File: src/rtl/strip_mine_ctrl.sv
// Strip-mining controller: splits a vector request of avl elements into strips of at most
// vlmax = (VLEN/sew)*lmul elements and issues them one at a time over a valid/ready handshake.
//   state | meaning
//   IDLE  | waiting for a request, req_ready high
//   CALC  | compute vlmax, validate sew/lmul
//   ISSUE | present current strip, advance on handshake
//   DONE  | one-cycle done pulse
//   ERR   | one-cycle err pulse for illegal sew/lmul
module strip_mine_ctrl #(
    parameter int VLEN = 64
) (
    input  logic       clk,
    input  logic       rst_n,
    input  logic       req_valid,
    output logic       req_ready,
    input  logic [6:0] req_sew,
    input  logic [4:0] req_lmul,
    input  logic [8:0] req_avl,
    output logic       strip_valid,
    input  logic       strip_ready,
    output logic [8:0] strip_vl,
    output logic [8:0] strip_base,
    output logic [8:0] strip_idx,
    output logic       strip_last,
    input  logic       abort,
    output logic       done,
    output logic       err
);

    typedef enum logic [2:0] {S_IDLE, S_CALC, S_ISSUE, S_DONE, S_ERR} state_t;

    state_t     state_q;
    logic [6:0] sew_q;
    logic [4:0] lmul_q;
    logic [8:0] avl_q;
    logic [8:0] vlmax_q;
    logic [8:0] rem_q;
    logic [8:0] base_q;
    logic [8:0] idx_q;
    logic [8:0] strip_vl_q;
    logic       req_ready_q;
    logic       strip_valid_q;
    logic       strip_last_q;
    logic       done_q;
    logic       err_q;

    logic       sew_ok;
    logic       lmul_ok;
    logic [2:0] sew_sh;
    logic [2:0] lmul_sh;
    logic [8:0] vlmax_d;
    logic [8:0] rem_d;

    function automatic logic [8:0] min9(input logic [8:0] a, input logic [8:0] b);
        return (a < b) ? a : b;
    endfunction

    // sew and lmul are powers of two, so the divide and multiply reduce to shifts
    always_comb begin
        sew_ok  = 1'b1;
        lmul_ok = 1'b1;
        sew_sh  = 3'd0;
        lmul_sh = 3'd0;
        case (sew_q)
            7'd4:    sew_sh = 3'd2;
            7'd8:    sew_sh = 3'd3;
            7'd16:   sew_sh = 3'd4;
            7'd32:   sew_sh = 3'd5;
            7'd64:   sew_sh = 3'd6;
            default: sew_ok = 1'b0;
        endcase
        case (lmul_q)
            5'd1:    lmul_sh = 3'd0;
            5'd2:    lmul_sh = 3'd1;
            5'd4:    lmul_sh = 3'd2;
            5'd8:    lmul_sh = 3'd3;
            5'd16:   lmul_sh = 3'd4;
            default: lmul_ok = 1'b0;
        endcase
        vlmax_d = 9'((VLEN >> sew_sh) << lmul_sh);
        rem_d   = rem_q - strip_vl_q;
    end

    always_ff @(posedge clk or negedge rst_n) begin
        if (!rst_n) begin
            state_q       <= S_IDLE;
            sew_q         <= '0;
            lmul_q        <= '0;
            avl_q         <= '0;
            vlmax_q       <= '0;
            rem_q         <= '0;
            base_q        <= '0;
            idx_q         <= '0;
            strip_vl_q    <= '0;
            req_ready_q   <= 1'b1;
            strip_valid_q <= 1'b0;
            strip_last_q  <= 1'b0;
            done_q        <= 1'b0;
            err_q         <= 1'b0;
        end else begin
            done_q <= 1'b0;
            err_q  <= 1'b0;
            unique case (state_q)
                S_IDLE: begin
                    if (req_valid) begin
                        sew_q       <= req_sew;
                        lmul_q      <= req_lmul;
                        avl_q       <= req_avl;
                        req_ready_q <= 1'b0;
                        state_q     <= S_CALC;
                    end
                end
                S_CALC: begin
                    vlmax_q <= vlmax_d;
                    rem_q   <= avl_q;
                    base_q  <= '0;
                    idx_q   <= '0;
                    if (abort) begin
                        req_ready_q <= 1'b1;
                        state_q     <= S_IDLE;
                    end else if (!(sew_ok && lmul_ok)) begin
                        err_q   <= 1'b1;
                        state_q <= S_ERR;
                    end else if (avl_q == 9'd0) begin
                        done_q  <= 1'b1;
                        state_q <= S_DONE;
                    end else begin
                        strip_valid_q <= 1'b1;
                        strip_vl_q    <= min9(vlmax_d, avl_q);
                        strip_last_q  <= (avl_q <= vlmax_d);
                        state_q       <= S_ISSUE;
                    end
                end
                S_ISSUE: begin
                    // abort wins even when it coincides with a handshake
                    if (abort) begin
                        strip_valid_q <= 1'b0;
                        strip_last_q  <= 1'b0;
                        req_ready_q   <= 1'b1;
                        state_q       <= S_IDLE;
                    end else if (strip_ready) begin
                        rem_q  <= rem_d;
                        base_q <= base_q + strip_vl_q;
                        idx_q  <= idx_q + 9'd1;
                        if (strip_last_q) begin
                            strip_valid_q <= 1'b0;
                            strip_last_q  <= 1'b0;
                            done_q        <= 1'b1;
                            state_q       <= S_DONE;
                        end else begin
                            strip_vl_q   <= min9(vlmax_q, rem_d);
                            strip_last_q <= (rem_d <= vlmax_q);
                        end
                    end
                end
                S_DONE, S_ERR: begin
                    req_ready_q <= 1'b1;
                    state_q     <= S_IDLE;
                end
                default: begin
                    req_ready_q <= 1'b1;
                    state_q     <= S_IDLE;
                end
            endcase
        end
    end

    assign req_ready   = req_ready_q;
    assign strip_valid = strip_valid_q;
    assign strip_vl    = strip_vl_q;
    assign strip_base  = base_q;
    assign strip_idx   = idx_q;
    assign strip_last  = strip_last_q;
    assign done        = done_q;
    assign err         = err_q;

endmodule

File: config.mk
export PLATFORM = sky130hd
export DESIGN_NAME = strip_mine_ctrl
export DESIGN_NICKNAME = d
export VERILOG_FILES = /design/src/rtl/strip_mine_ctrl.sv
export SDC_FILE = /design/constraint.sdc
export NUM_CORES = 1
export LEC_CHECK = 0
export ABC_AREA = 1
export ABC_CLOCK_PERIOD_IN_PS = 3600
export CAP_MARGIN = 20
export CORE_ASPECT_RATIO = 1.2
export CORE_MARGIN = 3
export CORE_UTILIZATION = 32
export DETAILED_ROUTE_END_ITERATION = 6
export PLACE_DENSITY_LB_ADDON = 0.08
export SLEW_MARGIN = 30
export SYNTH_ARGS = -nofsm -noshare
export SYNTH_HDL_FRONTEND = slang
export SYNTH_SLANG_ARGS = --single-unit
File: constraint.sdc
create_clock -name clk -period 3.6 [get_ports clk]
set_clock_uncertainty 0.05 [all_clocks]
set_input_delay 1.08 -clock clk [delete_from_list [all_inputs] [get_ports clk]]
set_output_delay 1.08 -clock clk [all_outputs]
set_load 0.02 [all_outputs]
==> results.txt, run 1 <==
----------------------------------------------------
[Global route]
  Initial antenna violation count ... 0
  Wire length of the first global-routing pass ... 24700 µm
  Vias in the first global route ... 4875
  Overall routing resource usage ... 0.182
  Maximum number of pins on one net before global-route repair ... 48
  Remaining Overflow, GRT ... 0

[Setup path]
  Biggest cell delay along the critical path ... 0.49 ns
  Highest-delay cell along the critical path ... fa_1
  Endpoint class of the critical path ... flip-flop
  Cell class contributing the biggest share of worst-path delay ... simple AND/OR/NAND/NOR gates
  Critical path fanouts, max ... 12
  Ordered list of cells on the worst path ... inv_1 -> fa_1 -> nand3_1 -> nand2_1 -> xor2_2 -> inv_1 -> ha_1 -> nand2_1 -> inv_1 -> nand2_1 -> nand2_1 -> nand2_1 -> nand3_1 -> nand2_4 -> nand2_1 -> nand3_1 -> nand3_1 -> nand2_1 -> inv_1
  Dominant cell type by count on the critical path ... nand2_1
  Source of the critical timing path ... strip_vl[1]
  Path type of the worst setup path ... reg -> reg
  Combined buffer and inverter count along the critical path ... 4
  Data arrival at the endpoint of the critical path ... 3.48 ns
  Required time of the worst setup path ... 3.79 ns
  Setup slack of the most critical reg-to-reg path ... 0.30 ns
  Critical path startpoint category ... flip-flop
  Start of the worst register-to-register path ... strip_vl[1]

[Final layout]
  Final antenna diode count ... 0
  Fill cell count ... 1697
  Final net count ... 848
  Design area ... 6300 µm²
  Layout-stage area growth over the synthesis result ... 22.9%
  Share of final-layout standard cells stronger than drive strength 1 ... 0.0797

[Yosys]
  Synthesized area ... 5130 µm²
  Post-synthesis share of cell area spent on full adders, half adders and majority gates ... 0.0932
  Prevailing post-synth register cell ... dfrtp_1
  Total of warnings raised by yosys ... 0
  Share of the synthesized netlist area taken by xor and xnor gates ... 0.0137
  Post-synthesis cell type with the largest combined area ... dfrtp_1
  Most common cell in the netlist ... nand2_1
  Mux contribution to synthesized area ... 0
  Net count after synthesis ... 784
  Main area contributors after synthesis ... dfrtp_1, nand2_1, ha_1
  Share of flip-flops with an asynchronous set or reset ... 1.00
  Number of synthesized flops with an enable pin ... 0
  Mean instance size in the synthesized netlist ... 7.11 µm²
  Main combinational cell family by area after synthesis ... simple AND/OR/NAND/NOR gates
  Register area share after synthesis ... 0.361
  Number of cells produced by synthesis ... 721
  FF+latch count, synth ... 74
  Most instantiated cells after synthesis ... nand2_1, inv_1, dfrtp_1, nand3_1, nor2_1
  Netlist cell types ... 42
  Area fraction of the dominant cell type after synthesis ... 0.356
  Synthesized-area fraction occupied by ao, oa, aoi and oai cells ... 0.108
  Basic-gate share of the synthesized area counting and, or, nand and nor cells ... 0.333

[Routing]
  Post-DR wirelength/cell ... 15.3 µm
  DRC errors left ... 0
  Number of iterations in the first detailed-routing pass ... 5
  First DRT Iteration DRCs ... 242
  Mean number of vias per cell ... 4.92
  Final wirelength ... 15300 µm
  Final ANT Viol Nets ... 0
  Routed via count ... 4911

[Pwr]
  Net switching fraction of the power ... 0.521
  Internal power ... 3.12 mW
  Portion of total power attributed to combinational logic ... 0.635
  Static Leak ... 3.18 nW
  Reg power frac ... 0.220
  Peak supply drop ... 0.323 mV
  Relative contribution of the clock network to total power ... 0.144
  Pwr dens ... 1030 nW/µm²
  Switching power of the nets ... 3.40 mW

[Clock network]
  TritonCTS clock tree ... yes
  Clock buffer count from CTS ... 9
  Setup bufs post-CTS ... 0
  Skew-Pair Late Insertion Delay ... 0.34 ns
  Clock sink total ... 74
  Number of buffers between clock root and the deepest sink ... 2
  Maximum level of the CTS H-tree ... 3
  Reg clk slew, reported paths ... 0.06 ns
  Clock root buffer ... clkbuf_16

[Die]
  Number of primary I/O pins ... 58
  Placeable Area ... 15600 µm²
  Die Ht ... 145 µm
  Initial Util ... 0.328
  DIE AREA ... 17600 µm²
  # rows ... 50
  Die width ... 122 µm

[Hold path]
  Origin of the worst min-delay path ... vlmax_q[3]
  Path class of the lowest-slack min-delay path ... reg -> reg

[STA]
  Worst hold margin ... 0.440 ns
  Final worst-path cycle share ... 0.916
  Number of endpoints with negative hold slack in the final report ... 0
  Crit path time final ... 3.30 ns
  Tightest Pin Transition ... 0.652 ns
  Max Transition Viols Final ... 0
  Number of setup violations in the final report ... 0
  Highest Clock Rate ... 303 MHz
  Remaining max-slew budget at the tightest pin ... 0.566

[Outcome]
  Result of the run ... complete, no violations

[Placement]
  I/O Buffers ... 57
  Estimated wirelength of the detail-placed design ... 12000 µm
  GPL Wtd Cong ... 0.862
  DP Area ... 5980 µm²

[Flow run]
  Max-cap violations ... 0

----------------------------------------------------
metal layers:
layer | routed length (µm) | track usage
met1 | 6420 | 0.213
met2 | 7910 | 0.331
met3 | 601 | 0.0358
met4 | 337 | 0.0631
met5 | 0 | 0
power by group through the flow:
stage	combinational [mW]	clock (mW)	sequential, mW
finish	4.14	0.941	1.44
global route	4.77	1.02	1.48
CTS	4.11	0.969	1.44
detailed placement	4.09	0	1.45
global placement	4.10	0	1.45
floorplan	2.93	0	1.42
cells by family after synthesis:
group / Yosys count
flip-flops: 74
AO/OA/AOI/OAI: 97
XOR/XNOR: 8
AND/OR/NAND/NOR: 385
adder cells (fa/ha/maj): 37
buffers and inverters: 120
metrics by stage:
stage / instances / util / setup slack (ns) / power (mW) / TNS, ns
finish: 998 / 0.403 / 0.301 / 6.52 / 0
global placement: 982 / 0.382 / 0.143 / 5.55 / 0
CTS: 998 / 0.402 / 0.103 / 6.52 / 0
detailed placement: 982 / 0.382 / 0.131 / 5.55 / 0
global route: 998 / 0.403 / -0.0146 / 7.26 / -0.0146
floorplan: 721 / - / 0.601 / 4.35 / 0
sequential cells by signal, indices dropped and copies added, names as in the netlist:
name         flops
strip_last       1
strip_valid      1
err              1
req_ready        1
vlmax_q          9
avl_q            9
rem_q            9
done             1
state_q          3
strip_vl         9
strip_base       9
sew_q            7
strip_idx        9
lmul_q           5
final timing paths:
kind	to	cells past startpoint
max	strip_vl[6]	19
min	vlmax_q[3]	2
max reg2reg	strip_vl[6]	19
min reg2reg	vlmax_q[3]	2
max in group asynchronous	vlmax_q[8]	2
min in group asynchronous	strip_base[5]	1
area by class of cell:
| cell class | count | area [µm²] | share of cell area |
|---|---|---|---|
| Clock inverter | 5 | 63.8 | 0.0101 |
| Multi-Input combinational cell | 527 | 2830 | 0.449 |
| Timing Repair Buffer | 66 | 648 | 0.103 |
| Inverter | 107 | 403 | 0.0639 |
| Tap cell | 208 | 260 | 0.0413 |
| Sequential cell | 74 | 1850 | 0.294 |
| Clock buffer | 11 | 243 | 0.0385 |
repair_timing:
| item | CTS | global route |
|---|---|---|
| gates resized for setup | 0 | 5 |
| hold buffers | 0 | 0 |
| setup endpoints to repair | 0 | 10 |
layout by cell type, fill, tap and decap left out, drive strengths merged, types with 2 or more instances in the layout:
master,netlist,final
a21o,3,3
a21oi,23,23
a22o,3,3
a22oi,9,9
a32o,2,2
buf,6,10
clkbuf,7,11
clkdlybuf4s50,0,56
clkinv,1,4
dfrtp,73,73
fa,2,2
ha,35,35
inv,106,106
nand2,224,224
nand3,72,72
nand3b,3,3
nand4,11,11
nor2,58,58
nor3,10,10
o21a,3,3
o21ai,51,51
or2,5,5
xor2,7,7
tightest hold or removal path: stages, from the launching register on:
cell     delay [ns]
dfrtp_1        0.35
nand2_1        0.05
o21ai_0        0.05
No activity file was read; power rests on OpenSTA's default activity.
==> run 2, diff against run 1 <==
Settings changed: ABC_CLOCK_PERIOD_IN_PS 3600 to default, SKIP_LAST_GASP from default to 1.
==> results of run 2 <==
Same layout as run 1: the final DEF is identical, and so are final timing and power.
==> run 3, diff against run 2 <==
Clock period 3.6 ns to 4 ns, I/O delays scaled along.
==> results.txt, run 3 (synthesized netlist as in run 1, its figures left out) <==
----------------------------------------------------
[Outcome]
  Result of the run ... complete, no violations

[Die]
  Die width ... 122 µm
  Die Ht ... 145 µm
  Initial Util ... 0.328
  Number of primary I/O pins ... 58
  DIE AREA ... 17600 µm²
  Placeable Area ... 15600 µm²
  # rows ... 50

[Setup path]
  Critical path fanouts, max ... 12
  Endpoint class of the critical path ... flip-flop
  Critical path startpoint category ... flip-flop
  Data arrival at the endpoint of the critical path ... 3.64 ns
  Required time of the worst setup path ... 4.19 ns
  Combined buffer and inverter count along the critical path ... 3
  Path type of the worst setup path ... reg -> reg
  Start of the worst register-to-register path ... strip_vl[1]
  Dominant cell type by count on the critical path ... nand2_1
  Source of the critical timing path ... strip_vl[1]
  Cell class contributing the biggest share of worst-path delay ... simple AND/OR/NAND/NOR gates
  Ordered list of cells on the worst path ... inv_1 -> ha_1 -> nand3_1 -> nand3_1 -> or2_2 -> nand2_1 -> inv_1 -> ha_1 -> nand2_1 -> nor3_1 -> nand4_1 -> nand2_1 -> nand2_1 -> nand3_1 -> nand3_1 -> nand2_1 -> inv_1
  Highest-delay cell along the critical path ... dfrtp_1
  Biggest cell delay along the critical path ... 0.47 ns

[Routing]
  First DRT Iteration DRCs ... 269
  Number of iterations in the first detailed-routing pass ... 4
  Routed via count ... 4832
  Final ANT Viol Nets ... 0
  Mean number of vias per cell ... 4.87
  Post-DR wirelength/cell ... 15.6 µm
  DRC errors left ... 0
  Final wirelength ... 15400 µm

[Clock network]
  Maximum level of the CTS H-tree ... 3
  Clock root buffer ... clkbuf_16
  CTS resizes ... 0
  Clock sink total ... 74
  Reg clk slew, reported paths ... 0.06 ns
  Skew-Pair Late Insertion Delay ... 0.34 ns
  TritonCTS clock tree ... yes
  Number of buffers between clock root and the deepest sink ... 2
  Hold_buf cts ... 0
  Setup bufs post-CTS ... 0
  Clock buffer count from CTS ... 9

[Pwr]
  Portion of total power attributed to combinational logic ... 0.641
  Internal power ... 2.70 mW
  Peak supply drop ... 0.318 mV
  Relative contribution of the clock network to total power ... 0.134
  Static Leak ... 3.14 nW
  Overall power ... 5.78 mW
  Pwr dens ... 931 nW/µm²
  Reg power frac ... 0.225
  Switching power of the nets ... 3.08 mW
  Net switching fraction of the power ... 0.534

[STA]
  Tightest Pin Transition ... 0.717 ns
  Remaining max-slew budget at the tightest pin ... 0.522
  Max Transition Viols Final ... 0
  Fin Setup TNS ... 0 ns
  Final critical-path setup slack ... 0.542 ns
  Number of setup violations in the final report ... 0
  Worst hold margin ... 0.434 ns
  Highest Clock Rate ... 289 MHz
  Crit path time final ... 3.46 ns
  Unrepaired setup endpoints after global routing ... no
  Number of endpoints with negative hold slack in the final report ... 0
  Final worst-path cycle share ... 0.865

[Global route]
  Overall routing resource usage ... 0.185
  Wire length of the first global-routing pass ... 25300 µm
  Vias in the first global route ... 4766
  Initial antenna violation count ... 0
  Remaining Overflow, GRT ... 0
  Maximum number of pins on one net before global-route repair ... 75

[Final layout]
  Leading cell type in the layout, fill and taps excluded ... nand2_1
  Final net count ... 843
  Layout-stage area growth over the synthesis result ... 21.0%
  Top library cells by usage in the layout, fill and taps aside ... nand2_1, inv_1, dfrtp_1, nand3_1, clkdlybuf4s50_1
  Final core utilization ... 0.397
  Share of final-layout standard cells stronger than drive strength 1 ... 0.0688
  Fill cell count ... 1701
  Final antenna diode count ... 0

[Flow run]
  Max-cap violations ... 0

[Placement]
  GPL Wtd Cong ... 0.900
  Estimated wirelength of the detail-placed design ... 12100 µm
  I/O Buffers ... 57
  Setup WS pre-CTS ... 0.581 ns

[Hold path]
  Origin of the worst min-delay path ... vlmax_q[1]
  Path class of the lowest-slack min-delay path ... reg -> reg

----------------------------------------------------
## run 3: per-stage QoR
stage / std cells / cell area [µm²]
floorplan: 721 / 5130
global placement: 977 / 5930
detailed placement: 977 / 5930
CTS: 993 / 6210
global route: 993 / 6210
finish: 993 / 6210
## run 3: final timing paths
path,cells past startpoint,slack (ns),endpoint
max reg2reg,17,0.54,strip_vl[5]
max,17,0.54,strip_vl[5]
max in group asynchronous,1,2.56,vlmax_q[4]
min,2,0.43,vlmax_q[1]
min reg2reg,2,0.43,vlmax_q[1]
min in group asynchronous,1,0.81,strip_base[5]
## run 3: layout make-up
cell class | count | area [µm²] | area share
repair buffers | 61 | 602 | 0.0970
multi-input cells | 527 | 2810 | 0.453
well taps | 208 | 260 | 0.0419
clock buffers | 10 | 229 | 0.0369
inverters | 107 | 403 | 0.0649
clock inverters | 6 | 48.8 | 0.00786
flip-flops and latches | 74 | 1850 | 0.299
## run 3: worst register-to-register path, cell delays in order (launching register included)
cell	delay, ns
dfrtp_1	0.47
inv_1	0.17
ha_1	0.34
nand3_1	0.09
nand3_1	0.10
or2_2	0.29
nand2_1	0.18
inv_1	0.07
ha_1	0.30
nand2_1	0.06
nor3_1	0.15
nand4_1	0.27
nand2_1	0.41
nand2_1	0.09
nand3_1	0.08
nand3_1	0.11
nand2_1	0.08
inv_1	0.03
## run 3: routing by layer
metal,part of all wire,vias up,track usage
met1,0.43,2270,0.225
li1,-,2453,-
met5,0,-,0
met4,0.026,0,0.0684
met3,0.030,23,0.0206
met2,0.51,86,0.336
## run 3: power groups by stage
| stage | registers (mW) | logic [mW] | clock network [mW] |
|---|---|---|---|
| after floorplan | 1.28 | 2.64 | 0 |
| final | 1.30 | 3.71 | 0.773 |
| after global routing | 1.34 | 4.26 | 0.829 |
| after global placement | 1.31 | 3.70 | 0 |
| after detailed placement | 1.32 | 3.71 | 0 |
| after CTS | 1.30 | 3.74 | 0.793 |
